==> config.mk <==
export PLATFORM = sky130hd
export DESIGN_NAME = bin2bcd_seq
export DESIGN_NICKNAME = d
export VERILOG_FILES = /design/src/rtl/seg7_pkg.sv /design/src/rtl/bcd_digit_adj.sv /design/src/rtl/bin2bcd_seq.sv
export SDC_FILE = /design/constraint.sdc
export NUM_CORES = 1
export LEC_CHECK = 0
export BUFFER_PORTS_ARGS = -buffer_cell sky130_fd_sc_hd__buf_2
export CAP_MARGIN = 20
export CELL_PAD_IN_SITES_DETAIL_PLACEMENT = 0
export CELL_PAD_IN_SITES_GLOBAL_PLACEMENT = 1
export CORE_AREA = 5 5 127 129
export DETAILED_ROUTE_END_ITERATION = 10
export DIE_AREA = 0 0 132 134
export PLACE_DENSITY_LB_ADDON = 0.05
export SLEW_MARGIN = 30
export SYNTH_ARGS = -nofsm -noshare
export SYNTH_HDL_FRONTEND = slang
export SYNTH_SLANG_ARGS = --single-unit
export TNS_END_PERCENT = 100
==> constraint.sdc <==
create_clock -name clk_i -period 2.87 [get_ports clk_i]
set_input_delay 0.1435 -clock clk_i [delete_from_list [all_inputs] [get_ports clk_i]]
set_output_delay 0.1435 -clock clk_i [all_outputs]
set_load 0.01 [all_outputs]
==> src/rtl/seg7_pkg.sv <==
// seg7_pkg: shared types, BCD constants and the power-of-ten helper for the seg7 display path
package seg7_pkg;

    typedef enum logic {IDLE, SHIFT} state_t;

    localparam int DIGIT_W = 4;
    localparam int BCD_ADJ_THRESH = 5;
    localparam int BCD_ADJ_ADD = 3;
    localparam logic [DIGIT_W-1:0] BCD_NINE = 4'h9;

    // 10^n in 64 bits; exact for n <= 19
    function automatic logic [63:0] pow10(input int n);
        logic [63:0] r;
        r = 64'd1;
        for (int i = 0; i < n; i++) r = r * 64'd10;
        return r;
    endfunction

endpackage

==> src/rtl/bcd_digit_adj.sv <==
// bcd_digit_adj: double-dabble correction cell, adds 3 to a BCD digit that is 5 or more
module bcd_digit_adj
    import seg7_pkg::*;
(
    input  logic [DIGIT_W-1:0] d,
    output logic [DIGIT_W-1:0] q
);

    assign q = (d >= DIGIT_W'(BCD_ADJ_THRESH)) ? d + DIGIT_W'(BCD_ADJ_ADD) : d;

endmodule

==> src/rtl/bin2bcd_seq.sv <==
// bin2bcd_seq: sequential binary to packed BCD converter, one bit per clock (double dabble)
// Define BIN2BCD_SAT_EN to saturate bcd_o to all nines on overflow.
module bin2bcd_seq
    import seg7_pkg::*;
#(
    parameter int DATA_W = 32,
    parameter int DIGITS = 8
) (
    input  logic                      clk_i,
    input  logic                      rst_n,
    input  logic                      start_i,
    input  logic [DATA_W-1:0]         bin_i,
    output logic                      ready_o,
    output logic                      valid_o,
    output logic [DIGIT_W*DIGITS-1:0] bcd_o,
    output logic                      ovf_o
);

    localparam int BW = DIGIT_W * DIGITS;
    localparam int CNT_W = (DATA_W > 1) ? $clog2(DATA_W) : 1;
    localparam int CW = (DATA_W > 64) ? DATA_W : 64;
    localparam logic [63:0] LIMIT = pow10(DIGITS);
    // when 10^DIGITS exceeds the largest input, overflow can never happen
    localparam bit OVF_EN = LIMIT <= ((64'd1 << DATA_W) - 64'd1);

    state_t            state_q, state_d;
    logic [DATA_W-1:0] shift_q;
    logic [BW-1:0]     work_q, work_adj, work_nxt, bcd_load;
    logic [CNT_W-1:0]  cnt_q;
    logic              ovf_lat_q, ovf_in, accept, last;

    for (genvar i = 0; i < DIGITS; i++) begin : g_adj
        bcd_digit_adj u_adj (
            .d(work_q[DIGIT_W*i +: DIGIT_W]),
            .q(work_adj[DIGIT_W*i +: DIGIT_W])
        );
    end

    assign ready_o  = (state_q == IDLE);
    assign accept   = start_i & ready_o;
    assign last     = (state_q == SHIFT) && (cnt_q == '0);
    assign work_nxt = {work_adj[BW-2:0], shift_q[DATA_W-1]};
    assign ovf_in   = OVF_EN && (CW'(bin_i) >= CW'(LIMIT));

`ifdef BIN2BCD_SAT_EN
    assign bcd_load = ovf_lat_q ? {DIGITS{BCD_NINE}} : work_nxt;
`else
    assign bcd_load = work_nxt;
`endif

    // next state: leave IDLE on an accepted start, return after the last shift
    always_comb begin
        state_d = accept ? SHIFT : (last ? IDLE : state_q);
    end

    // state register
    always_ff @(posedge clk_i or negedge rst_n) begin
        if (!rst_n) state_q <= IDLE;
        else        state_q <= state_d;
    end

    // datapath: load on accept, adjust-and-shift while converting, publish on the last shift
    always_ff @(posedge clk_i or negedge rst_n) begin
        if (!rst_n) begin
            shift_q   <= '0;
            work_q    <= '0;
            cnt_q     <= '0;
            ovf_lat_q <= 1'b0;
            bcd_o     <= '0;
            ovf_o     <= 1'b0;
            valid_o   <= 1'b0;
        end else begin
            valid_o <= last;
            if (accept) begin
                shift_q   <= bin_i;
                work_q    <= '0;
                cnt_q     <= CNT_W'(DATA_W - 1);
                ovf_lat_q <= ovf_in;
            end else if (state_q == SHIFT) begin
                shift_q <= shift_q << 1;
                work_q  <= work_nxt;
                cnt_q   <= cnt_q - 1'b1;
            end
            if (last) begin
                bcd_o <= bcd_load;
                ovf_o <= ovf_lat_q;
            end
        end
    end

endmodule

==> results of run 1 <==
-- cell families after synthesis --
| logic type | after synthesis | share of synthesized area (%) |
|---|---|---|
| xor+xnor | 10 | 1.72 |
| fa+ha+maj | 17 | 4.17 |
| flops | 105 | 51.5 |
| buf+inv | 46 | 4.07 |
| simple gates | 118 | 12.2 |
| compound gates | 127 | 14.5 |
| mux | 58 | 11.8 |
-- registers in the layout, summed over array words and instances, names as in the netlist --
register / count
bcd_o: 32
shift_q: 32
work_q: 32
cnt_q: 5
ovf_lat_q: 1
ovf_o: 1
state_q: 1
valid_o: 1
-- critical path: stages, from the launching register on --
cell and delay (ps):
dfrtp_4 760, buf_12 360, inv_1 250, buf_2 210
-- Yosys cell counts, drive strengths merged, types with 7 or more instances --
cell type | n | share of area (%)
nor3 | 13 | 1.3
a21oi | 31 | 3.0
mux2i | 40 | 7.8
mux2 | 18 | 4.0
inv | 20 | 1.5
or3 | 8 | 0.98
clkbuf | 10 | 0.74
o21ai | 61 | 6.0
nor2 | 10 | 0.74
dfrtp | 105 | 51
xnor2 | 10 | 1.7
nand2b | 9 | 1.1
nor3b | 16 | 2.6
a22o | 8 | 1.4
ha | 17 | 4.2
nand2 | 49 | 3.6
a21o | 22 | 3.2
and2 | 7 | 0.86
buf | 16 | 1.8
-- through the flow --
| step | setup slack (ps) | area (um2) | total power, uW | instances |
|---|---|---|---|---|
| after floorplan | 1200 | 5100 | 4250 | 481 |
| after global placement | 1140 | 5650 | 4940 | 720 |
| after detailed placement | 1110 | 5650 | 4980 | 720 |
| after CTS | 732 | 5950 | 6280 | 737 |
| after global routing | 626 | 5950 | 6710 | 737 |
| final | 790 | 5950 | 6150 | 737 |
-- routing by layer --
layer  vias to the layer above  routed length, um
li1                       1805                  -
met1                      1749               5260
met2                        57               5320
met3                        11                457
met4                         0                144
met5                         -                  0
-- layout make-up --
type / count / area, um2 / area share, %
Clock buffer: 11 / 243 / 4.08
Clock inverter: 5 / 56.3 / 0.946
Inverter: 20 / 77.6 / 1.30
Multi-Input combinational cell: 330 / 2270 / 38.1
Sequential cell: 105 / 2630 / 44.2
Tap cell: 188 / 235 / 3.95
Timing Repair Buffer: 78 / 443 / 7.44
-- power breakdown --
part	switching, uW	internal [uW]
Clock	566	700
Sequential	445	2090
Combinational	1190	1170
Total	2200	3950
-- how the worst max path moves through the flow --
stage                      endpoint  slack [ps]  cells after the start
after floorplan           bcd_o[18]        1200                      7
after global placement      ready_o        1140                      3
after detailed placement   bcd_o[5]        1110                      6
after CTS                   ready_o         730                      3
after global routing        ready_o         630                      3
final                       ready_o         790                      3
==> impl_table.tex, run 1 <==
\begin{tabular}{lr}
\hline
Metric & Value \\
\hline
\multicolumn{2}{l}{\textbf{Layout}} \\
\quad Nets & 596 \\
\quad Leading cell type in the layout, fill and taps excluded & dfrtp\_1 \\
\quad Most frequent cells in the layout & dfrtp\_1, buf\_2, o21ai\_0, nand2\_1, mux2i\_1 \\
\quad Final cell utilization of the core & 39.9\% \\
\quad Antenna diode count & 0 \\
\quad Filler Cell Count & 1478 \\
\quad Area growth from synthesis to layout & 16.7\% \\
\quad Share of layout cells above drive strength 1 & 19.5\% \\
\multicolumn{2}{l}{\textbf{Drt}} \\
\quad Detailed Route WL & 11.2 mm \\
\quad Number of antenna-violating nets in the routed design & 0 \\
\quad DRC marker count from the first detailed-route iteration & 125 \\
\quad Detailed-routing iteration count for the pre-antenna-repair pass & 4 \\
\quad DR vias/cell & 4.91 \\
\quad DRC violation count after routing & 0 \\
\quad Total via count in the routed design & 3622 \\
\quad WL/cell & 15.2 um \\
\multicolumn{2}{l}{\textbf{Place}} \\
\quad Global placement routability congestion & 0.752 \\
\quad I/O Buffers & 69 \\
\quad Detailed placer's ending HPWL & 7.57 mm \\
\multicolumn{2}{l}{\textbf{STA}} \\
\quad Transition time at the pin with the least slew margin & 643 ps \\
\quad Max Freq & 481 MHz \\
\quad Max-Slew Margin vs Limit & 57.2\% \\
\quad Post-Route Setup TNS & 0 ps \\
\quad Number of hold violations in the final report & 0 \\
\quad Count of pins over their slew limit & 0 \\
\quad Unrepaired setup endpoints after global routing & false \\
\quad WHS & 37.2 ps \\
\quad Layout Skew & 10.8 ps \\
\quad Setup violation total in the final timing report & 0 \\
\quad Minimum clock period after layout & 2080 ps \\
\quad Final period util & 72.5\% \\
\multicolumn{2}{l}{\textbf{Worst setup path}} \\
\quad Startpoint kind of the worst setup timing path & flip-flop \\
\quad Reg2Reg Depth & 6 \\
\quad Endpoint of the worst register-to-register path & bcd\_o[13] \\
\quad Reg2Reg Setup Slack & 1120 ps \\
\quad Category of the critical setup timing path & reg -> out \\
\quad Data arrival time of the worst path & 1940 ps \\
\quad Critical path launch point & state\_q \\
\quad Origin of the critical flop-to-flop path & cnt\_q[0] \\
\quad Top fanout value on the critical path & 81 \\
\quad Crit. End Element & output pin \\
\quad Required time worst endpoint & 2730 ps \\
\multicolumn{2}{l}{\textbf{CTS}} \\
\quad Number of buffers added for setup after CTS & 0 \\
\quad Total CTS buffers & 9 \\
\quad Total of cells resized after clock tree synthesis & 0 \\
\quad Clock Path Buffers & 2 \\
\quad CTS Hold Buffers Added & 1 \\
\quad Clock-pin slew on the worst setup and hold paths & 80 ps \\
\quad \# H-tree levels & 3 \\
\quad Sinks on Clock Net & 105 \\
\quad Root Driver & clkbuf\_16 \\
\quad Clock latency on the worst-skew pair & 350 ps \\
\quad CTS tree & built \\
\multicolumn{2}{l}{\textbf{Floorplanning}} \\
\quad Placement row count & 45 \\
\quad Number of I/O pins & 70 \\
\quad Die boundary height & 134 um \\
\quad Die Outline Area & 17700 um2 \\
\quad DIE WIDTH & 132 um \\
\quad Core outline area & 14900 um2 \\
\quad Effective utilization at floorplan & 34.2\% \\
\multicolumn{2}{l}{\textbf{Hold path}} \\
\quad Endpoint of the worst hold-timing path & shift\_q[0] \\
\quad Hold/Removal Path Class & in -> reg \\
\quad Hold Crit Depth & 3 \\
\quad Hold Crit Start & bin\_i[0] \\
\multicolumn{2}{l}{\textbf{Global routing}} \\
\quad Met3 track utilization from global routing & 3.75\% \\
\quad Global routing usage summed across all routing layers & 13.1\% \\
\quad First-pass GRT wire length & 18.9 mm \\
\quad Met1 routing resource usage after global routing & 16.7\% \\
\quad Number of antenna violations at the first check in global routing & 0 \\
\quad Layer with the highest usage & met2 \\
\quad Gr ovfl total & 0 \\
\quad Via count of the first global-routing pass & 3781 \\
\quad Pin count of the biggest net entering global routing & 82 \\
\quad GRT met2 Usage & 21.6\% \\
\multicolumn{2}{l}{\textbf{Synth}} \\
\quad Fraction of the yosys area taken by sequential cells & 51.5\% \\
\quad Yosys warning total & 0 \\
\quad Post-Syn Instances & 481 \\
\quad Synth async-reset ratio & 100\% \\
\quad Mean instance size in the synthesized netlist & 10.6 um2 \\
\quad Number of distinct library cells after synthesis & 35 \\
\quad Register bit count reported by yosys & 105 \\
\quad Post-Syn Area & 5100 um2 \\
\quad Number of flops mapped to enable cells by yosys & 0 \\
\quad Most used flip-flop cell after synthesis & dfrtp\_1 \\
\quad Net Count, Synth & 533 \\
\multicolumn{2}{l}{\textbf{Run status}} \\
\quad Run status & finished, final reports clean \\
\multicolumn{2}{l}{\textbf{Job}} \\
\quad Max capacitance violation total & 0 \\
\multicolumn{2}{l}{\textbf{Pwr}} \\
\quad Power Dens Cells & 1030 nW/um2 \\
\quad LEAKAGE & 0.00295 uW \\
\quad Worst vdd ir & 388 uV \\
\hline
\end{tabular}
Note: power is estimated with default switching activity, not from simulation.
==> run 2, diff against run 1 <==
==> constraint.sdc (replaced) <==
create_clock -name clk_i -period 2 [get_ports clk_i]
set_input_delay 0.1 -clock clk_i [delete_from_list [all_inputs] [get_ports clk_i]]
set_output_delay 0.1 -clock clk_i [all_outputs]
set_load 0.01 [all_outputs]
==> impl_table.tex, run 2 (synthesis results as in run 1) <==
\begin{tabular}{lr}
\hline
Metric & Value \\
\hline
\multicolumn{2}{l}{\textbf{Run status}} \\
\quad Run status & finished, final reports clean \\
\multicolumn{2}{l}{\textbf{Drt}} \\
\quad Number of antenna-violating nets in the routed design & 0 \\
\quad Detailed Route WL & 11.2 mm \\
\quad DRC violation count after routing & 0 \\
\quad DR vias/cell & 4.87 \\
\quad WL/cell & 15.1 um \\
\quad Detailed-routing iteration count for the pre-antenna-repair pass & 4 \\
\quad DRC marker count from the first detailed-route iteration & 146 \\
\quad Total via count in the routed design & 3605 \\
\multicolumn{2}{l}{\textbf{Pwr}} \\
\quad Combinational cell fraction of total power & 37.2\% \\
\quad LEAKAGE & 0.00300 uW \\
\quad Worst vdd ir & 482 uV \\
\quad Power Dens Cells & 1510 nW/um2 \\
\quad Net switching power figure & 3130 uW \\
\quad Overall power consumption & 9150 uW \\
\quad Switching part of the total & 34.2\% \\
\quad Relative contribution of sequential cells to total power & 39.3\% \\
\quad Share of total power in the clock network & 23.4\% \\
\quad Cell internal pwr & 6020 uW \\
\multicolumn{2}{l}{\textbf{Floorplanning}} \\
\quad Number of I/O pins & 70 \\
\quad Die Outline Area & 17700 um2 \\
\quad Die boundary height & 134 um \\
\quad Placement row count & 45 \\
\quad DIE WIDTH & 132 um \\
\quad Core outline area & 14900 um2 \\
\quad Effective utilization at floorplan & 34.2\% \\
\multicolumn{2}{l}{\textbf{Worst setup path}} \\
\quad Category of the critical setup timing path & reg -> reg \\
\quad Top fanout value on the critical path & 18 \\
\quad Required time worst endpoint & 2240 ps \\
\quad Crit. End Element & flip-flop \\
\quad Startpoint kind of the worst setup timing path & flip-flop \\
\quad Data arrival time of the worst path & 1960 ps \\
\multicolumn{2}{l}{\textbf{Layout}} \\
\quad Multi-input logic area & 2270 um2 \\
\quad Antenna diode count & 0 \\
\quad Filler Cell Count & 1467 \\
\quad Most frequent cells in the layout & dfrtp\_1, buf\_2, o21ai\_0, nand2\_1, mux2i\_1 \\
\quad Leading cell type in the layout, fill and taps excluded & dfrtp\_1 \\
\quad Share of layout cells above drive strength 1 & 19.7\% \\
\quad Area growth from synthesis to layout & 18.6\% \\
\quad Nets & 599 \\
\quad Area of all sequential standard cells & 2630 um2 \\
\quad Largest regs & bcd\_o x32, shift\_q x32, work\_q x32 \\
\multicolumn{2}{l}{\textbf{Global routing}} \\
\quad Gr ovfl total & 0 \\
\quad Pin count of the biggest net entering global routing & 51 \\
\quad Number of antenna violations at the first check in global routing & 1 \\
\quad First-pass GRT wire length & 18.8 mm \\
\quad Via count of the first global-routing pass & 3717 \\
\quad Global routing usage summed across all routing layers & 13.2\% \\
\multicolumn{2}{l}{\textbf{CTS}} \\
\quad Total CTS buffers & 9 \\
\quad Root Driver & clkbuf\_16 \\
\quad CTS tree & built \\
\quad Clock latency on the worst-skew pair & 350 ps \\
\quad Clock Path Buffers & 2 \\
\quad Sinks on Clock Net & 105 \\
\quad Clock-pin slew on the worst setup and hold paths & 70 ps \\
\quad \# H-tree levels & 3 \\
\quad Number of buffers added for setup after CTS & 0 \\
\multicolumn{2}{l}{\textbf{STA}} \\
\quad Max-Slew Margin vs Limit & 61.6\% \\
\quad Final period util & 86.2\% \\
\quad Count of pins over their slew limit & 0 \\
\quad Post-Route Setup TNS & 0 ps \\
\quad Minimum clock period after layout & 1720 ps \\
\quad Transition time at the pin with the least slew margin & 576 ps \\
\quad Number of hold violations in the final report & 0 \\
\quad Setup violation total in the final timing report & 0 \\
\quad Layout Skew & 9.32 ps \\
\quad Max Freq & 580 MHz \\
\quad Unrepaired setup endpoints after global routing & false \\
\quad WHS & 37.2 ps \\
\multicolumn{2}{l}{\textbf{Job}} \\
\quad Max capacitance violation total & 0 \\
\multicolumn{2}{l}{\textbf{Place}} \\
\quad Global placement routability congestion & 0.718 \\
\quad Detailed placer's ending HPWL & 7.64 mm \\
\quad I/O Buffers & 69 \\
\multicolumn{2}{l}{\textbf{Hold path}} \\
\quad Hold/Removal Path Class & in -> reg \\
\hline
\end{tabular}
[run 2: cell types whose count changed in the layout (fill, tap and decap cells not counted), sizes merged]
| cell | change |
|---|---|
| dlygate4sd3 | +1 |
| buf | +2 |
| clkinvlp | -1 |
| clkinv | -1 |
| clkbuf | -1 |
| bufinv | +3 |
[run 2: power by group through the flow]
stage	clock network (uW)	registers, uW	logic, uW
floorplan	0	3620	2470
global placement	0	3640	3420
detailed placement	0	3650	3480
CTS	2230	3610	3500
global route	2310	3740	3900
finish	2140	3600	3410
[run 2: critical path: stages (launching register included)]
cell	delay, ps
dfrtp_1	400
inv_1	60
ha_1	170
nor3b_4	250
nand3b_4	120
inv_4	230
mux2_2	370
[run 2: final cells by class]
cell class	instances	area share [%]
clock inverters	6	2.15
multi-input cells	330	37.5
flip-flops and latches	105	43.5
repair buffers	81	7.94
inverters	20	1.28
well taps	188	3.89
clock buffers	10	3.78
[run 2: path summary, 6_finish.rpt]
path                            from          end  slack (ps)  cells after the start
min in group asynchronous      rst_n   work_q[14]         290                      2
max                         cnt_q[0]    bcd_o[14]         280                      6
max reg2reg                 cnt_q[0]    bcd_o[14]         280                      6
min                         bin_i[7]   shift_q[7]          40                      3
min reg2reg                bcd_o[16]    bcd_o[16]         470                      2
max in group asynchronous      rst_n  shift_q[30]        1110                      3
[run 2: layer usage]
metal / vias to the layer above / global-route usage [%] / part of all wire (%)
met5: - / 0 / 0.18
met4: 2 / 3.31 / 1.2
met3: 13 / 4.80 / 4.7
met2: 59 / 20.8 / 47
met1: 1724 / 17.3 / 47
li1: 1807 / - / -
[run 2: what timing repair did]
action,CTS,global route
endpoints found under the hold margin,40,0
endpoints found under the setup margin,0,0
hold buffers,2,0
gates resized for setup,0,0
[run 2: metrics by stage]
stage	area [um2]	setup slack, ps	util, %	cells
finish	6050	276	40.6	740
global route	6050	135	40.6	740
CTS	6050	239	40.6	740
detailed placement	5670	249	38.0	722
global placement	5670	284	38.0	722
floorplan	5100	331	-	481
==> run 3, diff against run 2 <==
--- a/config.mk
+++ b/config.mk
@@ -12,6 +12,7 @@
 export CORE_AREA = 5 5 127 129
 export DETAILED_ROUTE_END_ITERATION = 10
 export DIE_AREA = 0 0 132 134
+export MAX_ROUTING_LAYER = met4
 export PLACE_DENSITY_LB_ADDON = 0.05
 export SLEW_MARGIN = 30
 export SYNTH_ARGS = -nofsm -noshare
==> impl_table.tex, run 3 (synthesis results as in run 1) <==
\begin{tabular}{lr}
\hline
Metric & Value \\
\hline
\multicolumn{2}{l}{\textbf{STA}} \\
\quad Post-Route Setup TNS & 0 ps \\
\quad Max Freq & 581 MHz \\
\quad Layout Skew & 8.35 ps \\
\quad Setup violation total in the final timing report & 0 \\
\quad Count of pins over their slew limit & 0 \\
\quad Max-Slew Margin vs Limit & 61.7\% \\
\quad Unrepaired setup endpoints after global routing & false \\
\quad Number of hold violations in the final report & 0 \\
\quad Final period util & 86.1\% \\
\quad Transition time at the pin with the least slew margin & 575 ps \\
\quad Minimum clock period after layout & 1720 ps \\
\multicolumn{2}{l}{\textbf{CTS}} \\
\quad Total of cells resized after clock tree synthesis & 0 \\
\quad Clock Path Buffers & 2 \\
\quad Root Driver & clkbuf\_16 \\
\quad Sinks on Clock Net & 105 \\
\quad CTS tree & built \\
\quad Clock latency on the worst-skew pair & 350 ps \\
\quad \# H-tree levels & 3 \\
\quad Clock-pin slew on the worst setup and hold paths & 70 ps \\
\quad Number of buffers added for setup after CTS & 0 \\
\quad CTS Hold Buffers Added & 2 \\
\quad Total CTS buffers & 9 \\
\multicolumn{2}{l}{\textbf{Floorplanning}} \\
\quad Effective utilization at floorplan & 34.2\% \\
\quad Die boundary height & 134 um \\
\quad Placement row count & 45 \\
\quad DIE WIDTH & 132 um \\
\quad Core outline area & 14900 um2 \\
\quad Die Outline Area & 17700 um2 \\
\quad Number of I/O pins & 70 \\
\multicolumn{2}{l}{\textbf{Drt}} \\
\quad Number of antenna-violating nets in the routed design & 0 \\
\quad DRC violation count after routing & 0 \\
\quad Detailed Route WL & 11.2 mm \\
\quad Detailed-routing iteration count for the pre-antenna-repair pass & 4 \\
\quad WL/cell & 15.1 um \\
\quad DRC marker count from the first detailed-route iteration & 146 \\
\quad DR vias/cell & 4.87 \\
\quad Total via count in the routed design & 3608 \\
\multicolumn{2}{l}{\textbf{Worst setup path}} \\
\quad Cell depth of the worst setup path & 6 \\
\quad Critical-path top delay cell & dfrtp\_1 \\
\quad Reg2Reg Setup Slack & 280 ps \\
\quad Crit. End Element & flip-flop \\
\quad Startpoint kind of the worst setup timing path & flip-flop \\
\quad Top fanout value on the critical path & 18 \\
\quad Worst Path Buf+Inv & 2 \\
\quad Maximum single-stage delay on the critical path & 400 ps \\
\quad Origin of the critical flop-to-flop path & cnt\_q[0] \\
\quad Dominant delay contributor by cell family on the critical path & flip-flops \\
\quad Required time worst endpoint & 2240 ps \\
\quad CP endpoint & bcd\_o[14] \\
\quad Endpoint of the worst register-to-register path & bcd\_o[14] \\
\quad Critical path launch point & cnt\_q[0] \\
\quad Reg2Reg Depth & 6 \\
\quad Cells traversed along the worst timing path & inv\_1 > ha\_1 > nor3b\_4 > nand3b\_4 > inv\_4 > mux2\_2 \\
\quad Data arrival time of the worst path & 1960 ps \\
\quad Category of the critical setup timing path & reg -> reg \\
\multicolumn{2}{l}{\textbf{Global routing}} \\
\quad Met1 routing resource usage after global routing & 17.5\% \\
\quad First-pass GRT wire length & 18.9 mm \\
\quad Number of antenna violations at the first check in global routing & 1 \\
\quad Pin count of the biggest net entering global routing & 51 \\
\quad Gr ovfl total & 0 \\
\quad GRT met2 Usage & 20.8\% \\
\quad Met3 track utilization from global routing & 4.50\% \\
\quad Layer with the highest usage & met2 \\
\quad Via count of the first global-routing pass & 3712 \\
\quad Global routing usage summed across all routing layers & 13.6\% \\
\multicolumn{2}{l}{\textbf{Layout}} \\
\quad Area of all sequential standard cells & 2630 um2 \\
\quad Number of standard cells in the final layout excluding fillers & 741 \\
\quad Most frequent cells in the layout & dfrtp\_1, buf\_2, o21ai\_0, nand2\_1, mux2i\_1 \\
\quad Nets & 599 \\
\quad Filler Cell Count & 1468 \\
\quad Largest regs & bcd\_o x32, shift\_q x32, work\_q x32 \\
\quad Multi-input logic area & 2270 um2 \\
\quad Leading cell type in the layout, fill and taps excluded & dfrtp\_1 \\
\quad Share of layout cells above drive strength 1 & 19.7\% \\
\quad Area growth from synthesis to layout & 18.6\% \\
\multicolumn{2}{l}{\textbf{Pwr}} \\
\quad Overall power consumption & 9160 uW \\
\quad Worst vdd ir & 482 uV \\
\quad LEAKAGE & 0.00300 uW \\
\quad Power Dens Cells & 1510 nW/um2 \\
\multicolumn{2}{l}{\textbf{Place}} \\
\quad I/O Buffers & 69 \\
\quad DP Cell Count & 722 \\
\quad Detailed placer's ending HPWL & 7.64 mm \\
\quad Global placement routability congestion & 0.726 \\
\multicolumn{2}{l}{\textbf{Hold path}} \\
\quad Hold/Removal Path Class & in -> reg \\
\multicolumn{2}{l}{\textbf{Run status}} \\
\quad Run status & finished, final reports clean \\
\multicolumn{2}{l}{\textbf{Job}} \\
\quad Max capacitance violation total & 0 \\
\hline
\end{tabular}
-- run 3: through the flow --
step | worst slack (ps) | area, um2 | hold slack [ps] | util, %
3_5_place_dp | 249 | 5670 | 146 | 38.0
6_report | 279 | 6050 | 37.3 | 40.6
5_1_grt | 135 | 6050 | 25.4 | 40.6
4_1_cts | 239 | 6050 | 24.4 | 40.6
2_1_floorplan | 331 | 5100 | -196 | -
3_3_place_gp | 284 | 5670 | 145 | 38.0
-- run 3: power breakdown --
group          switching, uW  internal [uW]
Sequential               607           2990
Clock                    803           1350
Combinational           1720           1680
-- run 3: worst reg2reg max path, cell delays in order (launching register included) --
cell	delay [ps]
dfrtp_1	400
inv_1	60
ha_1	170
nor3b_4	250
nand3b_4	120
inv_4	230
mux2_2	370
-- run 3: layer usage --
metal,up-vias,share of wire [%]
li1,1811,-
met1,1726,48
met2,60,47
met3,11,4.4
met4,0,1.2
met5,-,0
-- run 3: worst min-delay path by stage --
stage	to	from	cells past startpoint	slack, ps
final	shift_q[7]	bin_i[7]	3	40
after global routing	shift_q[2]	bin_i[2]	3	30
after CTS	shift_q[2]	bin_i[2]	3	20
after detailed placement	work_q[14]	rst_n	1	150
after global placement	work_q[14]	rst_n	1	140
after floorplan	bcd_o[0]	rst_n	0	-200
-- run 3: area by class of cell --
class	instances	share of cell area, %
antenna	1	0.0413
clock buffer	10	3.78
clock inverter	6	2.15
inverter	20	1.28
multi-input combinational	330	37.5
sequential	105	43.5
tap	188	3.89
timing repair buffer	81	7.94
